`src/rtl/jb_nco_mixer.sv`:
```
// jb_nco_mixer: complex mixer downstream of the NCO.
// out = din * (cos + j*sin), with an alignment delay matched to NCO latency,
// a 3-stage multiplier pipeline, round-half-up, saturation and sticky status.
module jb_nco_mixer #(
  parameter int DATA_WIDTH    = 16,
  parameter int PRECISION     = 16,
  parameter int ALIGN_DELAY   = 7,
  parameter int SAT_CNT_WIDTH = 16
) (
  input  logic                       clk,
  input  logic                       resetn,
  input  logic                       enable,
  input  logic                       bypass,
  input  logic                       din_valid,
  input  logic [2*DATA_WIDTH-1:0]    din,
  input  logic [2*PRECISION-1:0]     nco_sincos,
  input  logic                       clr_sat,
  output logic                       dout_valid,
  output logic [2*DATA_WIDTH-1:0]    dout,
  output logic                       sat_flag,
  output logic [SAT_CNT_WIDTH-1:0]   sat_count
);

  localparam int DW = DATA_WIDTH;
  localparam int PW = PRECISION;
  localparam int MW = DW + PW;      // product width
  localparam int SW = MW + 1;       // sum width, cannot overflow

  localparam logic signed [SW-1:0] RND  = SW'(1) <<< (PW - 2);
  localparam logic signed [SW-1:0] MAXV = {{(SW-DW+1){1'b0}}, {(DW-1){1'b1}}};
  localparam logic signed [SW-1:0] MINV = {{(SW-DW+1){1'b1}}, {(DW-1){1'b0}}};
  localparam logic [DW-1:0]        OUT_MAX = {1'b0, {(DW-1){1'b1}}};
  localparam logic [DW-1:0]        OUT_MIN = {1'b1, {(DW-1){1'b0}}};

  // aligned sample presented to S1
  logic            a_vld;
  logic [2*DW-1:0] a_din;

  generate
    if (ALIGN_DELAY == 0) begin : g_no_align
      assign a_vld = din_valid;
      assign a_din = din;
    end else begin : g_align
      logic [ALIGN_DELAY-1:0] vld_q;
      logic [2*DW-1:0]        dat_q [ALIGN_DELAY];

      // delay line on {din_valid, din}; valid bits drop whenever enable is low
      always_ff @(posedge clk or negedge resetn) begin
        if (!resetn) begin
          vld_q <= '0;
          for (int k = 0; k < ALIGN_DELAY; k++) dat_q[k] <= '0;
        end else begin
          vld_q[0] <= din_valid & enable;
          dat_q[0] <= din;
          for (int k = 1; k < ALIGN_DELAY; k++) begin
            vld_q[k] <= vld_q[k-1] & enable;
            dat_q[k] <= dat_q[k-1];
          end
        end
      end

      assign a_vld = vld_q[ALIGN_DELAY-1];
      assign a_din = dat_q[ALIGN_DELAY-1];
    end
  endgenerate

  logic signed [DW-1:0] in_i, in_q;
  logic signed [PW-1:0] nco_c, nco_s;

  assign in_i  = a_din[DW-1:0];
  assign in_q  = a_din[2*DW-1:DW];
  assign nco_c = nco_sincos[PW-1:0];
  assign nco_s = nco_sincos[2*PW-1:PW];

  // S1 registers
  logic                 s1_vld, s1_byp;
  logic [2*DW-1:0]      s1_raw;
  logic signed [MW-1:0] s1_ic, s1_qs, s1_is, s1_qc;

  // S1: four partial products; bypass is latched per sample here
  always_ff @(posedge clk or negedge resetn) begin
    if (!resetn) begin
      s1_vld <= 1'b0;
      s1_byp <= 1'b0;
      s1_raw <= '0;
      s1_ic  <= '0;
      s1_qs  <= '0;
      s1_is  <= '0;
      s1_qc  <= '0;
    end else begin
      s1_vld <= a_vld & enable;
      s1_byp <= bypass;
      s1_raw <= a_din;
      s1_ic  <= MW'(in_i) * MW'(nco_c);
      s1_qs  <= MW'(in_q) * MW'(nco_s);
      s1_is  <= MW'(in_i) * MW'(nco_s);
      s1_qc  <= MW'(in_q) * MW'(nco_c);
    end
  end

  // S2 registers
  logic                 s2_vld, s2_byp;
  logic [2*DW-1:0]      s2_raw;
  logic signed [SW-1:0] s2_sum_i, s2_sum_q;

  // S2: complex sums at full width
  always_ff @(posedge clk or negedge resetn) begin
    if (!resetn) begin
      s2_vld   <= 1'b0;
      s2_byp   <= 1'b0;
      s2_raw   <= '0;
      s2_sum_i <= '0;
      s2_sum_q <= '0;
    end else begin
      s2_vld   <= s1_vld & enable;
      s2_byp   <= s1_byp;
      s2_raw   <= s1_raw;
      s2_sum_i <= SW'(s1_ic) - SW'(s1_qs);
      s2_sum_q <= SW'(s1_is) + SW'(s1_qc);
    end
  end

  logic signed [SW-1:0] sh_i, sh_q;
  logic [DW-1:0]        res_i, res_q;
  logic                 clip_i, clip_q;
  logic                 s3_fire, sat_evt;

  // round half up, then clamp to the output range
  always_comb begin
    sh_i   = (s2_sum_i + RND) >>> (PW - 1);
    sh_q   = (s2_sum_q + RND) >>> (PW - 1);
    clip_i = (sh_i > MAXV) || (sh_i < MINV);
    clip_q = (sh_q > MAXV) || (sh_q < MINV);
    if (sh_i > MAXV)      res_i = OUT_MAX;
    else if (sh_i < MINV) res_i = OUT_MIN;
    else                  res_i = sh_i[DW-1:0];
    if (sh_q > MAXV)      res_q = OUT_MAX;
    else if (sh_q < MINV) res_q = OUT_MIN;
    else                  res_q = sh_q[DW-1:0];
  end

  assign s3_fire = s2_vld & enable;
  assign sat_evt = s3_fire & ~s2_byp & (clip_i | clip_q);

  // S3: output register, loads only on a valid sample
  always_ff @(posedge clk or negedge resetn) begin
    if (!resetn) begin
      dout_valid <= 1'b0;
      dout       <= '0;
    end else begin
      dout_valid <= s3_fire;
      if (s3_fire) dout <= s2_byp ? s2_raw : {res_q, res_i};
    end
  end

  // sticky saturation status; a new event wins over a same-cycle clear
  always_ff @(posedge clk or negedge resetn) begin
    if (!resetn) begin
      sat_flag  <= 1'b0;
      sat_count <= '0;
    end else if (sat_evt) begin
      sat_flag <= 1'b1;
      if (clr_sat)               sat_count <= SAT_CNT_WIDTH'(1);
      else if (sat_count != '1)  sat_count <= sat_count + 1'b1;
    end else if (clr_sat) begin
      sat_flag  <= 1'b0;
      sat_count <= '0;
    end
  end

endmodule

```
`config.mk`:
```
export PLATFORM = sky130hd
export DESIGN_NAME = jb_nco_mixer
export DESIGN_NICKNAME = d
export VERILOG_FILES = /design/src/rtl/jb_nco_mixer.sv
export SDC_FILE = /design/constraint.sdc
export NUM_CORES = 2
export LEC_CHECK = 0
export ABC_AREA = 1
export CORE_MARGIN = 2
export CORE_UTILIZATION = 59
export CTS_BUF_LIST = sky130_fd_sc_hd__clkbuf_16
export CTS_CLUSTER_SIZE = 40
export DETAILED_ROUTE_END_ITERATION = 10
export HOLD_SLACK_MARGIN = 0.06
export PLACE_DENSITY_LB_ADDON = 0.12
export SLEW_MARGIN = 5
export SYNTH_ARGS = -nofsm -noshare
export SYNTH_HDL_FRONTEND = slang
export SYNTH_SLANG_ARGS = --single-unit
```
`constraint.sdc`:
```
create_clock -name clk -period 5.75 [get_ports clk]
set_input_delay 0.575 -clock clk [delete_from_list [all_inputs] [get_ports clk]]
set_output_delay 0.575 -clock clk [all_outputs]
set_load 0.05 [all_outputs]
```
==> results.yml <==
logic_synthesis:
  synth_area_mm2: 0.05987
  synthFlopType: "dfrtp_1"
  ys_seq_elements: 515
  syn_nets: 8382
  synth-edff-count: 0
  yosys-top-cells-area: "fa_1, dfrtp_1, inv_1, nand2_1, ha_1"
  synth_top_area_share_pct: 35.04
  ys_warn_count: 0
  async_flop_share_pct: 100.0
  netlist_instances: 6871
  yosys.area.top_type: "fa_1"
  yosysSeqAreaShare_pct: 21.53
  synth_area_per_cell_um2: 8.713
  synth.distinct_cells: 49
floorplan:
  io_pins: 120
  core_area_mm2: 0.1003
  die_h_um: 322.5
  dieArea_mm2: 0.1040
  rows: 116
  initial_core_util_pct: 59.69
  die_w_um: 322.5
worst_hold_path:
  hp-class: "input port to flop"
detailed_routing:
  vias: 46378
  wl_um: 160300
  drcViolationCount: 0
  postRouteAntennaNets: 0
  routedWlPerCell_um: 17.89
  via_per_inst: 5.175
  drtIter0Drc: 3887
  first_pass_iters: 5
final_layout:
  syn_to_final_growth_pct: 19.76
  drive_gt1_share_pct: 14.50
  regArea_mm2: 0.01290
  multi_input_area_mm2: 0.04027
  num_antenna_cells: 0
  fin_nets: 9068
  nFillCells: 7779
timing:
  tightest_slew_ns: 1.126
  relSlewSlack_pct: 24.69
  setup_slack_ns: 0.1119
  skew_ns: 0.04364
  finalSetupViolCount: 0
  min_period_ns: 5.638
  rsz0062_at_grt: "yes"
  setup-tns-final_ns: 0
  min_period_over_period_pct: 98.05
  slew_violations: 0
  hold_viol: 0
  max_freq_mhz: 177.4
clocking:
  clock-root-buffer: "clkbuf_16"
  cts_tree: "done"
  cts_made_buffers: 58
  max-clock-path-buffers: 3
  clock_latency_ns: 0.69
  clk_pin_slew_ns: 0.07
  htree_levels: 2
  cts_sinks: 515
placed_design:
  dp_hpwl_um: 130700
  io_buffers: 119
  place_ws_ns: -1.013
  gp_congestion: 0.9418
grt:
  gr-total-overflow: 0
  antenna_found_initial: 11
  grt_pass1_vias: 48163
  grt_pass1_wl_um: 256200
  grt.total_usage_pct: 31.87
  grt_max_degree: 161
worst_setup_path:
  critPathKind: "input port to flop"
  required_ns: 6.32
  start_kind: "input port"
  crit_fanout: 6
  cp.arrival_ns: 6.20
  critPathCaptureType: "flop"
run:
  maxCapViolCount: 0
outcome:
  status: "finished clean"
state kept, by name (all words and copies together) (netlist names), 7 cells and up:
register / flops
s1_qc: 32
s1_ic: 32
s1_qs: 32
sat_count: 16
s2_sum_i: 19
g_align.dat_q: 192
s2_sum_q: 19
s2_raw: 32
dout: 32
g_align.vld_q: 7
s1_raw: 32
s1_is: 32
a_din: 32
cells in the mapped netlist (2+ instances only):
cell type,n
fa_1,1048
a31o_2,4
nand3b_1,10
a21boi_0,12
xor2_1,122
nor2_1,283
nand3_2,11
nor3_1,41
ha_1,393
dfrtp_1,515
xnor2_1,72
inv_1,1876
or2_2,18
o2111ai_1,7
a21oi_1,197
nand2_1,1554
o211ai_1,6
o211a_1,4
inv_2,5
a221oi_1,4
nor2_4,4
o21ai_1,19
and3_1,5
a211oi_1,8
nand2_4,5
buf_2,6
nand4_1,37
o21a_1,6
nand3_4,2
a31oi_1,25
o221a_2,4
nor2_2,7
clkinv_1,3
o21bai_1,22
nor4_1,8
and2_1,2
nand3_1,123
clkbuf_1,202
nand2_2,2
o21ai_0,156
a21o_1,35
metal layers:
metal | global-route usage, % | wire length [µm] | up-vias
met3 | 4.295 | 13240 | 275
met1 | 47.70 | 70590 | 22995
met4 | 9.564 | 5636 | 2
met2 | 48.76 | 70860 | 1760
met5 | 0 | 9 | -
li1 | - | - | 21346
path summary, 6_finish.rpt:
path                                       to               from  slack, ns  cells past startpoint
max                                 s1_ic[27]      nco_sincos[1]       0.11                     21
min                        g_align.dat_q[197]             din[5]       0.32                      1
max reg2reg                         s1_ic[27]          a_din[13]       0.12                     22
min reg2reg                         a_din[18]  g_align.dat_q[50]       0.34                      0
max in group asynchronous           a_din[23]             resetn       3.74                      3
min in group asynchronous            a_din[3]             resetn       0.49                      2
logic make-up (layout without fill, tap and decap cells):
family,Yosys count,in the layout,synth area share (%)
xor gates and xnor gates,194,194,2.838
and+or+nand+nor,2116,2116,14.33
buffers and inverters,2094,2828,13.17
DFF,515,515,21.53
AOI/OAI and AO/OA,511,511,4.872
adders and majority gates,1441,1441,43.26
final cells by class:
cell class	count	area share, %
inverter	1884	9.863
sequential	515	17.99
tap	1357	2.368
multi-input combinational	4262	56.17
timing repair buffer	836	10.79
clock inverter	49	0.7591
clock buffer	59	2.059
worst max-delay path, stage by stage:
cell and delay [ns]:
clkdlybuf4s50_1 0.48, buf_6 0.16, buf_4 0.19, buf_4 0.14
nand2_1 0.07, fa_1 0.53, fa_1 0.46, fa_1 0.58
inv_1 0.07, fa_1 0.49, fa_1 0.49, inv_1 0.05
fa_1 0.47, inv_1 0.06, ha_4 0.25, a21oi_1 0.20
o21ai_0 0.15, a21oi_2 0.21, nand3_2 0.19, a21oi_2 0.21
xnor2_2 0.17
cell usage in the layout (no fill, tap or decap), drive strengths merged, types with 4 or more instances in the layout:
cell type / count
bufinv: 7
nand3b: 10
o21bai: 22
a31o: 4
xnor2: 72
and3: 5
xor2: 122
o2111ai: 7
o21a: 6
a21o: 35
nor4: 9
a211oi: 8
o211ai: 6
o211a: 4
o221a: 4
a31oi: 25
nor3: 42
a221oi: 4
buf: 711
inv: 1892
clkinvlp: 6
or2: 19
clkbuf: 65
nand4: 37
nand3: 136
a21oi: 197
clkdlybuf4s50: 116
a21boi: 13
dfrtp: 515
clkinv: 28
fa: 1048
nor2: 295
o21ai: 175
ha: 393
nand2: 1561
through the flow:
| step | cell area (µm²) | utilization (%) | hold WS [ns] | instances |
|---|---|---|---|---|
| floorplan | 59870 | - | 0.2794 | 6871 |
| global placement | 68070 | 67.87 | 0.3313 | 8827 |
| detailed placement | 68070 | 67.87 | 0.3347 | 8827 |
| CTS | 70230 | 70.02 | 0.2816 | 8936 |
| global route | 71700 | 71.49 | 0.3078 | 8962 |
| finish | 71700 | 71.49 | 0.3210 | 8962 |
timing repair:
item / CTS / global route
hold endpoints to repair: 89 / 0
gates cloned: 0 / 6
gates resized for setup: 27 / 273
pin swaps: 7 / 94
setup buffers: 0 / 21
endpoints found under the setup margin: 22 / 67
hold buffers: 1 / 0
Power is not shown: default switching activity piles up to over one toggle a cycle in this logic, so the estimate is an artifact.
